[src/rtl/uart_tx_fifo.sv]
// UART transmitter (8N1, or 8E1 when UART_TX_PARITY_EN is defined) fed by a DEPTH-entry byte FIFO.
// Latency: byte pushed into an empty FIFO at edge T is popped at T+1; tx start bit begins at T+2.
// Backpressure: din_ready drops while the FIFO holds DEPTH bytes; pushes while full are ignored.

// Generic synchronous FIFO with registered occupancy count.
// Latency: written data is readable on rdat the cycle after the push.
// Backpressure: push ignored while full; pop ignored while empty.
module sync_fifo #(
  parameter int DEPTH = 8,
  parameter int AW    = 3,
  parameter int W     = 8
) (
  input  logic         clk,
  input  logic         rst_n,
  input  logic         push,
  input  logic [W-1:0] wdat,
  input  logic         pop,
  output logic [W-1:0] rdat,
  output logic [AW:0]  cnt,
  output logic         full
);
  localparam logic [AW:0] FULL_CNT = DEPTH[AW:0];

  logic [W-1:0]  mem [DEPTH];
  logic [AW-1:0] wr_ptr;
  logic [AW-1:0] rd_ptr;
  logic          push_ok;
  logic          pop_ok;

  assign full    = (cnt == FULL_CNT);
  assign push_ok = push && !full;
  assign pop_ok  = pop && (cnt != '0);
  assign rdat    = mem[rd_ptr];

  // Storage array; contents need no reset because the count gates every read.
  always_ff @(posedge clk) begin
    if (push_ok) mem[wr_ptr] <= wdat;
  end

  // Pointers wrap naturally at DEPTH (power of two); count tracks occupancy.
  always_ff @(posedge clk or negedge rst_n) begin
    if (!rst_n) begin
      wr_ptr <= '0;
      rd_ptr <= '0;
      cnt    <= '0;
    end else begin
      if (push_ok) wr_ptr <= wr_ptr + 1'b1;
      if (pop_ok)  rd_ptr <= rd_ptr + 1'b1;
      case ({push_ok, pop_ok})
        2'b10:   cnt <= cnt + 1'b1;
        2'b01:   cnt <= cnt - 1'b1;
        default: cnt <= cnt;
      endcase
    end
  end
endmodule

module uart_tx_fifo #(
  parameter int CLKS_PER_BIT = 434,
  parameter int DEPTH        = 8,
  parameter int AW           = $clog2(DEPTH)
) (
  input  logic        sys_clk,
  input  logic        rst_n,
  input  logic [7:0]  din,
  input  logic        din_valid,
  output logic        din_ready,
  output logic        tx,
  output logic        busy_flag,
  output logic [AW:0] fifo_cnt
);
  localparam int          BW        = $clog2(CLKS_PER_BIT);
  localparam logic [BW-1:0] BAUD_LAST = BW'(CLKS_PER_BIT - 1);

`ifdef UART_TX_PARITY_EN
  typedef enum logic [2:0] {S_IDLE, S_START, S_DATA, S_PARITY, S_STOP} state_t;
`else
  typedef enum logic [2:0] {S_IDLE, S_START, S_DATA, S_STOP} state_t;
`endif

  state_t        state;
  logic [BW-1:0] baud;
  logic [2:0]    bit_idx;
  logic [7:0]    shift;
  logic [7:0]    fifo_rdat;
  logic          fifo_full;
  logic          baud_last;
  logic          pop;

  assign din_ready = !fifo_full;
  assign baud_last = (baud == BAUD_LAST);

  // Pop from IDLE, or on the final stop-bit cycle so frames chain with no gap.
  // Decision uses the registered count, so a fresh byte is popped one cycle after its push.
  always_comb begin
    pop = 1'b0;
    if (fifo_cnt != '0) begin
      pop = (state == S_IDLE) || ((state == S_STOP) && baud_last);
    end
  end

  sync_fifo #(
    .DEPTH (DEPTH),
    .AW    (AW),
    .W     (8)
  ) u_fifo (
    .clk   (sys_clk),
    .rst_n (rst_n),
    .push  (din_valid && din_ready),
    .wdat  (din),
    .pop   (pop),
    .rdat  (fifo_rdat),
    .cnt   (fifo_cnt),
    .full  (fifo_full)
  );

  // Frame sequencer; tx and busy_flag are registered from the current state, one cycle behind it.
  always_ff @(posedge sys_clk or negedge rst_n) begin
    if (!rst_n) begin
      state     <= S_IDLE;
      baud      <= '0;
      bit_idx   <= '0;
      shift     <= '0;
      tx        <= 1'b1;
      busy_flag <= 1'b0;
    end else begin
      busy_flag <= (state != S_IDLE) || (fifo_cnt != '0);
      case (state)
        S_IDLE: begin
          tx <= 1'b1;
          if (pop) begin
            shift <= fifo_rdat;
            baud  <= '0;
            state <= S_START;
          end
        end
        S_START: begin
          tx <= 1'b0;
          if (baud_last) begin
            baud    <= '0;
            bit_idx <= '0;
            state   <= S_DATA;
          end else begin
            baud <= baud + 1'b1;
          end
        end
        S_DATA: begin
          tx <= shift[bit_idx];
          if (baud_last) begin
            baud <= '0;
            if (bit_idx == 3'd7) begin
`ifdef UART_TX_PARITY_EN
              state <= S_PARITY;
`else
              state <= S_STOP;
`endif
            end else begin
              bit_idx <= bit_idx + 3'd1;
            end
          end else begin
            baud <= baud + 1'b1;
          end
        end
`ifdef UART_TX_PARITY_EN
        S_PARITY: begin
          tx <= ^shift;
          if (baud_last) begin
            baud  <= '0;
            state <= S_STOP;
          end else begin
            baud <= baud + 1'b1;
          end
        end
`endif
        S_STOP: begin
          tx <= 1'b1;
          if (baud_last) begin
            baud <= '0;
            if (pop) begin
              shift <= fifo_rdat;
              state <= S_START;
            end else begin
              state <= S_IDLE;
            end
          end else begin
            baud <= baud + 1'b1;
          end
        end
        default: begin
          tx    <= 1'b1;
          baud  <= '0;
          state <= S_IDLE;
        end
      endcase
    end
  end
endmodule

[config.mk]
export PLATFORM = sky130hd
export DESIGN_NAME = uart_tx_fifo
export DESIGN_NICKNAME = d
export VERILOG_FILES = /design/src/rtl/uart_tx_fifo.sv
export SDC_FILE = /design/constraint.sdc
export NUM_CORES = 1
export LEC_CHECK = 0
export CAP_MARGIN = 40
export CORE_MARGIN = 5
export CORE_UTILIZATION = 35
export DETAILED_ROUTE_END_ITERATION = 10
export PLACE_DENSITY = 0.55
export SKIP_CTS_REPAIR_TIMING = 1
export SYNTH_ARGS = -nofsm -noshare
export SYNTH_HDL_FRONTEND = slang
export SYNTH_SLANG_ARGS = --single-unit
export TNS_END_PERCENT = 10
[constraint.sdc]
create_clock -name sys_clk -period 3.48 [get_ports sys_clk]
set_clock_uncertainty 0.05 [all_clocks]
set_input_delay 0.696 -clock sys_clk [delete_from_list [all_inputs] [get_ports sys_clk]]
set_output_delay 0.696 -clock sys_clk [all_outputs]
set_load 0.005 [all_outputs]
==> impl_metrics.yaml <==
final_layout:
  drive_above_1_share: 0.183
  insertedDiodeCount: 0
  nets: 322
  syn_to_final_growth_pct: 16.0
  fill_cells: 1135
  utilization: 0.416
synth:
  synthDominantCellAreaShare: 0.442
  ys_async_sr_fraction: 0.347
  syn_area_per_cell_um2: 16.3
  ys_seq_elements: 98
  synth_enable_flop_cells: 64
  synth.distinct_cells: 48
  yosysMostFrequentCell: "edfxtp_1"
  ys_seq_area_frac: 0.638
  yosys_warnings: 0
  synth_common_cells: "64 x edfxtp_1, 33 x dfrtp_1, 20 x mux2_2, 16 x nand2_1"
  synthTopCellsByArea: "edfxtp_1 44%, dfrtp_1 19%, mux4_1 7.9%"
  syn_nets: 292
  syn_area_mm2: 0.00435
  synthCells: 267
  synth_area_leader_cell: "edfxtp_1"
  synthFlopType: "edfxtp_1"
floorplan:
  num_rows: 40
  die-area_mm2: 0.0148
  start_util: 0.359
  die_w_um: 121
  fp.coreArea_mm2: 0.0121
  die_y_um: 121
  pin_count: 18
critical_path:
  end_kind: "register"
  required_ns: 3.66
  critPathKind: "reg2reg"
  worstReg2RegStart: "u_fifo.cnt[0]$_DFFE_PN0P_"
  startpoint_type: "register"
  r2r-end: "u_fifo.cnt[3]$_DFFE_PN0P_"
  worstPathArrival_ns: 3.06
  crit_fanout: 7
  r2r_cells: 9
  reg2reg_setup_slack_ns: 0.59
grt:
  antenna_found_initial: 0
  grt_pass1_wl_um: 12600
  overflow: 0
  grt_pass1_vias: 2360
  grt_max_degree: 35
  grt_usage: 0.116
routing:
  dr.pass1.iters: 4
  drtIter0Drc: 222
  wl_per_cell_um: 16.7
  postRouteWirelength_um: 7820
  drtAntennaViolNets: 0
  vias_per_cell: 4.96
  vias: 2326
  drc_errors: 0
cts:
  clk_latency_ns: 0.34
  cts_buffers: 9
  clock-sinks: 98
  clock_path_buffers: 2
  clockRootBuffer: "clkbuf_16"
  htree_levels: 3
  path_clk_slew_ns: 0.07
  tritoncts: "built"
placed_design:
  dp_hpwl_um: 5000
  port_buffers: 17
  gp_congestion: 0.711
sta:
  period_share: 0.829
  setup_viol: 0
  period_minus_slack_ns: 2.89
  fmax_mhz: 347
  rsz0062_at_grt: "no"
  hold_ws_ns: 0.370
  finalMaxSlewViolations: 0
  fin_setup_tns_ns: 0
  slew_headroom: 0.492
  finalHoldViolations: 0
  worstMarginPinSlew_ns: 0.763
power_and_ir_drop:
  leakage_nw: 1.87
  ir_drop_v: 0.000424
  powerDensity_mw_per_mm2: 579
min_path:
  worstHoldPathType: "in2async"
job:
  drv_cap: 0
outcome:
  status: "finished, final reports clean"
## power by group
| group | switching [W] | leakage (nW) | internal, W | total (W) |
|---|---|---|---|---|
| Combinational | 0.000203 | 0.722 | 0.000191 | 0.000394 |
| Sequential | 0.0000800 | 0.994 | 0.00140 | 0.00148 |
| Clock | 0.000421 | 0.154 | 0.000628 | 0.00105 |
| Total | 0.000704 | 1.87 | 0.00222 | 0.00292 |
## how the worst max path moves through the flow
stage / slack [ns] / end / cells after the start / startpoint
floorplan: 0.84 / u_fifo.cnt[3]$_DFFE_PN0P_ / 8 / u_fifo.cnt[1]$_DFFE_PN0P_
global placement: 0.71 / u_fifo.cnt[3]$_DFFE_PN0P_ / 8 / din_valid
detailed placement: 0.59 / u_fifo.cnt[3]$_DFFE_PN0P_ / 8 / din_valid
CTS: 0.58 / u_fifo.cnt[3]$_DFFE_PN0P_ / 9 / u_fifo.cnt[1]$_DFFE_PN0P_
global route: 0.39 / u_fifo.cnt[3]$_DFFE_PN0P_ / 9 / u_fifo.cnt[1]$_DFFE_PN0P_
finish: 0.59 / u_fifo.cnt[3]$_DFFE_PN0P_ / 9 / u_fifo.cnt[0]$_DFFE_PN0P_
## stage by stage
stage	power, W	worst slack, ns	area (um^2)	cells
floorplan	0.00170	0.837	4350	267
global placement	0.00189	0.708	4730	454
detailed placement	0.00191	0.587	4730	454
CTS	0.00297	0.579	5040	469
global route	0.00305	0.391	5040	469
finish	0.00292	0.594	5040	469
## routing by layer
metal  up-vias  wire length, um  global-route usage
met3        14              206              0.0308
met2        26             4030               0.198
met1      1174             3430               0.137
li1       1112                -                   -
met5         -                0                   0
met4         0              147              0.0483
## kinds of logic after synthesis
logic type | share of synthesized area
buffers and inverters | 0.0242
DFF | 0.638
AOI/OAI and AO/OA | 0.0463
muxes | 0.165
adders and majority gates | 0.0420
xor gates and xnor gates | 0.0121
and+or+nand+nor | 0.0722
## final cells by class
class / instances / area (um^2) / area share
flip-flops and latches: 98 / 2770 / 0.550
inverters: 9 / 33.8 / 0.00670
well taps: 168 / 210 / 0.0417
clock inverters: 6 / 90.1 / 0.0179
repair buffers: 27 / 240 / 0.0476
clock buffers: 9 / 225 / 0.0447
multi-input cells: 152 / 1470 / 0.291
## registers in the layout, indices dropped and copies added (netlist names), 2 cells and up
signal         count
u_fifo.mem        64
baud               9
shift              8
u_fifo.cnt         4
bit_idx            3
u_fifo.rd_ptr      3
u_fifo.wr_ptr      3
state              2
## critical path, stage by stage, from the launching register on
cell and delay, ns:
dfrtp_1 0.45, or4_1 0.55, o21ai_0 0.17, nor2_1 0.17, ha_1 0.27, ha_1 0.29, a21o_1 0.20, a2111oi_0 0.39
nand4b_1 0.16, nand3_1 0.07
## placed cells by master, fill, tap and decap left out, types with 2 or more instances in the layout
master	netlist	layout
or4_1	2	2
and2_1	2	2
o21ai_0	9	9
nand3_1	8	8
xnor2_1	2	2
edfxtp_1	64	64
or2_2	2	2
mux2i_1	4	4
clkbuf_16	0	9
nand2b_1	4	4
mux2_2	20	20
clkdlybuf4s50_1	0	16
bufinv_16	0	2
ha_1	13	13
mux4_2	5	5
dfrtp_1	33	33
nor4_1	2	2
inv_1	9	9
a31oi_1	3	3
xor2_1	4	4
nor2_1	9	9
a21oi_1	6	6
a21o_1	2	2
nand2_1	16	16
mux4_1	13	13
clkinv_4	0	2
nor3_1	5	5
a22o_1	2	2
buf_4	0	10
No activity file was read; power rests on OpenSTA's default activity.
